<file path="src/rtl/wb_initiator.sv">
// Wishbone classic single-cycle initiator: command in, one bus cycle out, one response back.
// Latency: bus cycle starts 1 cycle after handshake; response 1 cycle after ack/timeout; stalls on rsp_ready.
module wb_initiator #(
  parameter int unsigned TIMEOUT_CYCLES = 16
) (
  input  logic        clk,
  input  logic        rst_n,
  input  logic        req_valid,
  output logic        req_ready,
  input  logic        req_we,
  input  logic [31:0] req_addr,
  input  logic [31:0] req_wdata,
  output logic        rsp_valid,
  input  logic        rsp_ready,
  output logic [31:0] rsp_rdata,
  output logic        rsp_err,
  output logic        cyc_o,
  output logic        stb_o,
  output logic        we_o,
  output logic [31:0] addr_o,
  output logic [31:0] data_o,
  input  logic [31:0] data_i,
  input  logic        ack_i,
  output logic [15:0] err_count
);

  typedef enum logic [1:0] {IDLE, BUS, RESP} state_t;

  localparam logic [15:0] TMO_LAST = 16'(TIMEOUT_CYCLES - 1);

  state_t      state_q, state_d;
  logic        req_ready_q, req_ready_d;
  logic        cyc_q, cyc_d;
  logic        we_q, we_d;
  logic [31:0] addr_q, addr_d;
  logic [31:0] data_q, data_d;
  logic        rsp_valid_q, rsp_valid_d;
  logic [31:0] rsp_rdata_q, rsp_rdata_d;
  logic        rsp_err_q, rsp_err_d;
  logic [15:0] err_count_q, err_count_d;
  logic [15:0] tmo_q, tmo_d;

  always_comb begin
    state_d     = state_q;
    req_ready_d = req_ready_q;
    cyc_d       = cyc_q;
    we_d        = we_q;
    addr_d      = addr_q;
    data_d      = data_q;
    rsp_valid_d = rsp_valid_q;
    rsp_rdata_d = rsp_rdata_q;
    rsp_err_d   = rsp_err_q;
    err_count_d = err_count_q;
    tmo_d       = tmo_q;
    case (state_q)
      IDLE: begin
        if (req_valid && req_ready_q) begin
          state_d     = BUS;
          req_ready_d = 1'b0;
          cyc_d       = 1'b1;
          we_d        = req_we;
          addr_d      = req_addr;
          data_d      = req_we ? req_wdata : 32'h0;
          tmo_d       = 16'h0;
        end else begin
          // ready comes up on the first edge after reset release
          req_ready_d = 1'b1;
        end
      end
      BUS: begin
        if (ack_i) begin
          state_d     = RESP;
          cyc_d       = 1'b0;
          rsp_valid_d = 1'b1;
          rsp_rdata_d = we_q ? 32'h0 : data_i;
          rsp_err_d   = 1'b0;
        end else if (tmo_q == TMO_LAST) begin
          state_d     = RESP;
          cyc_d       = 1'b0;
          rsp_valid_d = 1'b1;
          rsp_rdata_d = 32'h0;
          rsp_err_d   = 1'b1;
          if (err_count_q != 16'hFFFF) err_count_d = err_count_q + 16'd1;
        end else begin
          tmo_d = tmo_q + 16'd1;
        end
      end
      RESP: begin
        if (rsp_ready) begin
          state_d     = IDLE;
          rsp_valid_d = 1'b0;
          req_ready_d = 1'b1;
        end
      end
      default: state_d = IDLE;
    endcase
  end

  always_ff @(posedge clk or negedge rst_n) begin
    if (!rst_n) begin
      state_q     <= IDLE;
      req_ready_q <= 1'b0;
      cyc_q       <= 1'b0;
      we_q        <= 1'b0;
      addr_q      <= 32'h0;
      data_q      <= 32'h0;
      rsp_valid_q <= 1'b0;
      rsp_rdata_q <= 32'h0;
      rsp_err_q   <= 1'b0;
      err_count_q <= 16'h0;
      tmo_q       <= 16'h0;
    end else begin
      state_q     <= state_d;
      req_ready_q <= req_ready_d;
      cyc_q       <= cyc_d;
      we_q        <= we_d;
      addr_q      <= addr_d;
      data_q      <= data_d;
      rsp_valid_q <= rsp_valid_d;
      rsp_rdata_q <= rsp_rdata_d;
      rsp_err_q   <= rsp_err_d;
      err_count_q <= err_count_d;
      tmo_q       <= tmo_d;
    end
  end

  assign req_ready = req_ready_q;
  assign cyc_o     = cyc_q;
  assign stb_o     = cyc_q;
  assign we_o      = we_q;
  assign addr_o    = addr_q;
  assign data_o    = data_q;
  assign rsp_valid = rsp_valid_q;
  assign rsp_rdata = rsp_rdata_q;
  assign rsp_err   = rsp_err_q;
  assign err_count = err_count_q;

endmodule
</file>
<file path="config.mk">
export PLATFORM = sky130hd
export DESIGN_NAME = wb_initiator
export DESIGN_NICKNAME = d
export VERILOG_FILES = /design/src/rtl/wb_initiator.sv
export SDC_FILE = /design/constraint.sdc
export NUM_CORES = 1
export LEC_CHECK = 0
export ABC_AREA = 1
export CORE_MARGIN = 2
export CORE_UTILIZATION = 40
export CTS_BUF_LIST = sky130_fd_sc_hd__clkbuf_4 sky130_fd_sc_hd__clkbuf_8
export CTS_CLUSTER_SIZE = 20
export DETAILED_ROUTE_END_ITERATION = 6
export PLACE_DENSITY_LB_ADDON = 0.12
export SLEW_MARGIN = 20
export SYNTH_ARGS = -nofsm -noshare
export SYNTH_HDL_FRONTEND = slang
export SYNTH_SLANG_ARGS = --single-unit
</file>
<file path="constraint.sdc">
create_clock -name clk -period 3.8 [get_ports clk]
set_input_delay 0.76 -clock clk [delete_from_list [all_inputs] [get_ports clk]]
set_output_delay 0.76 -clock clk [all_outputs]
set_load 0.03 [all_outputs]
</file>
==> metrics, run 1 <==
max incr delay on CP between 0.7 and 0.8 ns; sequential power share 0.340; register area share after synthesis 0.5604; status finished clean; gpl congestion 0.8458; Final Setup Violations 0; period utilization 0.6294; Post-Synth Adder-Cell Area 0.004151; Clock Latency Late Sink 0.45 ns; worst-path cell with the longest stage delay clkdlybuf4s50_1; DP HPWL between 10000 and 15000 um; vias in the first global route approximately 5100; total wire length roughly 16000 um; first-pass iteration count of the detailed router 4; worst reg2reg startpoint state_q[1]$_DFFE_PN0P_; Synth top cells by count nand2_1 (353), dfrtp_1 (135), nand3_1 (61); first-pass GRT wire length approximately 26000 um; antenna cells 0; Final Max Tran Viols 0; Synth warnings 0; Area contributors post-synth dfrtp_1 (56%), nand2_1 (22%), nand3_1 (5.1%), o21ai_0 (3.8%), nor2_1 (3.1%); crit-path max FO 7; average wire per standard cell about 14 um; crit path DAT between 1.5 and 2 ns; share of cells above drive strength 1 0.05579; FILL cells 1309; Max Clk Rate about 0.42 GHz; Switching Fraction 0.4338; Sw Pwr between 2000 and 3000 uW; RSZ-0062 raised after global routing no; WP buf/inv 1; Setup CP Type register to output port; Clock Skew 0.01369 ns; XOR/XNOR Fraction of Synth Area 0.02179; maxcap violations 0; CTS Buf Count 17; Comb pwr share 0.479; Placed Instance Area between 0.008 and 0.009 mm2; #FFs+latches synth about 140; Simple-Gate Fraction of Synth Area 0.3265; post-cts sizing count 0; Least-Margin Pin Slew between 0.8 and 0.9 ns; FFs w/ async S/R, synth 1.000; Setup Buffers After CTS 0; synthesis-to-finish area growth 44.89%; H-Tree Depth 4; R2R depth 5; Critical Path Source Type register; largest net degree at the start of global routing 97; Via density roughly 4.7; worst-case clock buffer depth 2; CP required approximately 3 ns; crit path cell chain clkdlybuf4s50_1; # IOs 220; power density over the cells around 770 mW/mm2; number of DRC markers in iteration 0 334; Net Count, Synth between 800 and 900; DR vias between 5000 and 6000; final instance area 0.008735 mm2; Yosys top cell area share 0.5604; hold_buf cts 0; Layout Nets between 1000 and 1500; VDD IR max about 0.47 mV; Hold Violations, Final 0; Sink Count about 140; Starting Density 0.4117; Mean Syn Cell Area 8.135 um2; Crit path max-delay family buffers and inverters; clock share of power 0.181; GRT overflow 0; Die Ht 126.8 um; HP Class primary input to asynchronous set/reset pin; Die Width 126.8 um; ys flop type dfrtp_1; crit path time final 2.392 ns; CP endpoint kind output port; number of flops mapped to enable cells by yosys 0; Synth Area in Compound Gates 0.04442; Syn Std Cell Area roughly 0.006 mm2; Final Hold Slack 0.3405 ns; P_leak roughly 0.0041 uW; Synth Instances ~740; largest family of logic cells by synthesized area simple AND/OR/NAND/NOR gates; Worst path depth 1; Critical path origin err_count[2]$_DFFE_PN0P_; CTS tree built; DRC 0; Yosys top cell by area dfrtp_1; synth unique cells 27; initial antenna violation count 0; PortBufs approximately 220; Worst slew margin 0.4223; FP Rows 44; antenna-violating nets left 0; setup_tns 0 ns; Root Buffer clkbuf_8; dominant cell by count in the synthesized netlist nand2_1; die area approximately 0.016 mm2; mux cell area share after synthesis 0; Core ar. 0.01464 mm2; Reg clk slew, reported paths approximately 0.080 ns; Internal 3785 uW; Global Route Usage Sum 0.2033
routing by layer:
| metal | part of all wire | vias to the layer above | GRT usage |
|---|---|---|---|
| li1 | - | 2763 | - |
| met1 | 0.44 | 2415 | 0.2596 |
| met2 | 0.45 | 200 | 0.3110 |
| met3 | 0.091 | 26 | 0.07803 |
| met4 | 0.020 | 0 | 0.08597 |
| met5 | 0 | - | 0 |
sequential cells by signal (all words and copies together) (netlist names):
register / cells
data_o: 32
addr_o: 32
rsp_rdata: 32
cyc_o: 1
we_o: 1
rsp_valid: 1
state_q: 2
tmo_q: 16
req_ready: 1
err_count: 16
rsp_err: 1
cells in the final DEF (no fill, tap or decap), types with 7 or more instances in the layout:
cell / count
nand2_1: 353
clkdlybuf4s50_1: 218
dfrtp_1: 135
nand3_1: 61
nor2_1: 49
o21ai_0: 46
inv_1: 20
clkbuf_8: 18
xnor2_1: 13
buf_4: 7
area by class of cell:
cell class              instances  area, um2  share of cell area
repair buffers                226       2246              0.2571
clock buffers                  18      247.7             0.02836
well taps                     184      230.2             0.02636
clock inverters                13      148.9             0.01705
inverters                      23      88.84             0.01017
multi-input cells             553       2395              0.2742
flip-flops and latches        135       3378              0.3868
power groups by stage:
stage	clock (uW)	combinational [uW]	sequential, uW
after global placement	0	3210	2280
after global routing	1310	3430	2340
after floorplan	0	836	3260
after detailed placement	0	3240	2270
after CTS	1240	3230	2270
final	1210	3200	2270
path summary, 6_finish.rpt:
kind / endpoint / slack, ns
max in group asynchronous: tmo_q[12]$_DFFE_PN0P_ / 2.67
min in group clk: rsp_rdata[28]$_DFFE_PN0P_ / 0.47
setup / recovery: err_count[2] / 1.41
hold reg to reg: rsp_rdata[28]$_DFFE_PN0P_ / 0.47
hold / removal: err_count[7]$_DFFE_PN0P_ / 0.34
setup reg to reg: tmo_q[13]$_DFFE_PN0P_ / 1.60
logic make-up after synthesis:
family | Yosys count
flops | 135
buf+inv | 53
compound gates | 53
xor+xnor | 15
fa+ha+maj | 2
simple gates | 483
metrics by stage:
step | setup slack, ns | cells | total power [uW] | util
3_3_place_gp | 1.411 | 1121 | 5491 | 0.5694
2_1_floorplan | 2.091 | 741 | 4100 | -
3_5_place_dp | 1.359 | 1121 | 5510 | 0.5694
4_1_cts | 1.373 | 1152 | 6746 | 0.5965
6_report | 1.408 | 1152 | 6685 | 0.5965
5_1_grt | 1.313 | 1152 | 7078 | 0.5965
Note: power is estimated with default switching activity, not from simulation.
==> inputs of run 2 (changes only) <==
- clock period: 3.8 -> 2 ns (I/O delays scaled with it)
==> metrics, run 2 (synthesis results as in run 1) <==
die area 0.01607 mm2; GRT overflow 0; Starting Density 0.4117; vias in the first global route 5155; HP Class primary input to asynchronous set/reset pin; Root Buffer clkbuf_8; PortBufs 219; worst-path cell with the longest stage delay clkdlybuf4s50_1; Crit path max-delay family buffers and inverters; crit path DAT approximately 1.5 ns; share of cells above drive strength 1 0.05961; Global Route Usage Sum 0.2072; period utilization 0.9694; status finished clean; Final Setup Violations 0; # IOs 220; H-Tree Depth 4; crit path time final 1.939 ns; Least-Margin Pin Slew 0.5510 ns; initial antenna violation count 0; Final Max Tran Viols 0; first-pass GRT wire length 26220 um; Clock Skew 0.01034 ns; WP buf/inv 1; antenna cells 0; CP required approximately 1.6 ns; synthesis-to-finish area growth 46.76%; first-pass iteration count of the detailed router 4; FP Rows 44; most frequent cells in the layout nand2_1 (353), clkdlybuf4s50_1 (198), dfrtp_1 (135); setup_tns 0 ns; worst slack at placement 0.08976 ns; P_leak between 0.004 and 0.005 uW; worst-case clock buffer depth 2; CTS Buf Count 17; most common cell after layout, fill and taps aside nand2_1; Critical Path Source Type register; RSZ-0062 raised after global routing no; CP endpoint kind output port; PnR worst setup slack 0.06119 ns; total wire length roughly 16000 um; Clock Latency Late Sink roughly 0.45 ns; number of DRC markers in iteration 0 between 300 and 400; Setup CP Type register to output port; Die Width 126.8 um; Core ar. roughly 0.015 mm2; maxcap violations 0; DP HPWL 11530 um; gpl congestion between 0.8 and 0.9; Layout Nets between 1000 and 1500; Sink Count 135; DR vias approximately 5400; DRC 0; Die Ht about 130 um; crit-path max FO 2; power density over the cells 1470 mW/mm2; Reg clk slew, reported paths about 0.080 ns; VDD IR max 0.8407 mV; Hold Violations, Final 0; final instance area roughly 0.0088 mm2; Final Hold Slack between 0.4 and 0.5 ns; antenna-violating nets left 0; CTS tree built; Setup Buffers After CTS 0; average wire per standard cell between 10 and 15 um; Worst slew margin 0.6323; largest net degree at the start of global routing between 80 and 90; Via density ~4.7; Max Clk Rate 0.5158 GHz; max incr delay on CP slightly above 0.7 ns; Placed Instance Area 0.008411 mm2; crit path cell chain clkdlybuf4s50_1
run 2: what timing repair did:
item                                    in CTS  in global routing
hold buffers                                 1                  0
resized for setup                           19                  1
endpoints found under the setup margin      19                  1
endpoints found under the hold margin       32                  0
run 2: cell type report:
cell class	count	area [um2]
tap	184	230.2
fill	1331	5797
inverter	23	88.84
clock inverter	13	192.7
clock buffer	19	255.2
timing repair buffer	230	2307
multi-input combinational	553	2395
sequential	135	3378
run 2: path summary, 6_finish.rpt:
kind | from | endpoint | slack (ns) | cells past startpoint
max | rsp_rdata[4]$_DFFE_PN0P_ | rsp_rdata[4] | 0.06 | 1
min | rst_n | err_count[11]$_DFFE_PN0P_ | 0.41 | 2
max reg2reg | err_count[0]$_DFFE_PN0P_ | err_count[10]$_DFFE_PN0P_ | 0.22 | 8
min reg2reg | rsp_rdata[27]$_DFFE_PN0P_ | rsp_rdata[27]$_DFFE_PN0P_ | 0.47 | 2
max in group asynchronous | rst_n | tmo_q[14]$_DFFE_PN0P_ | 0.95 | 3
min in group clk | rsp_rdata[27]$_DFFE_PN0P_ | rsp_rdata[27]$_DFFE_PN0P_ | 0.47 | 2
run 2: power breakdown:
group / leakage [uW] / internal (uW) / switching (uW)
clock network: 0.000221 / 1420 / 1120
logic: 0.00227 / 2360 / 3800
registers: 0.00176 / 3730 / 574
total: 0.00425 / 7500 / 5500
run 2: per-stage QoR:
stage          total power, uW    util  cells
2_1_floorplan             7791       -    741
3_3_place_gp             10530  0.5743   1124
3_5_place_dp             10570  0.5743   1124
4_1_cts                  13170  0.6040   1157
5_1_grt                  13780  0.6042   1157
6_report                 13000  0.6042   1157
run 2: metal layers:
metal / global-route usage / wire length, um / up-vias
li1: - / - / 2771
met1: 0.2674 / 7330 / 2475
met2: 0.3253 / 7570 / 175
met3: 0.06875 / 1226 / 22
met4: 0.08080 / 276 / 0
met5: 0 / 0 / -
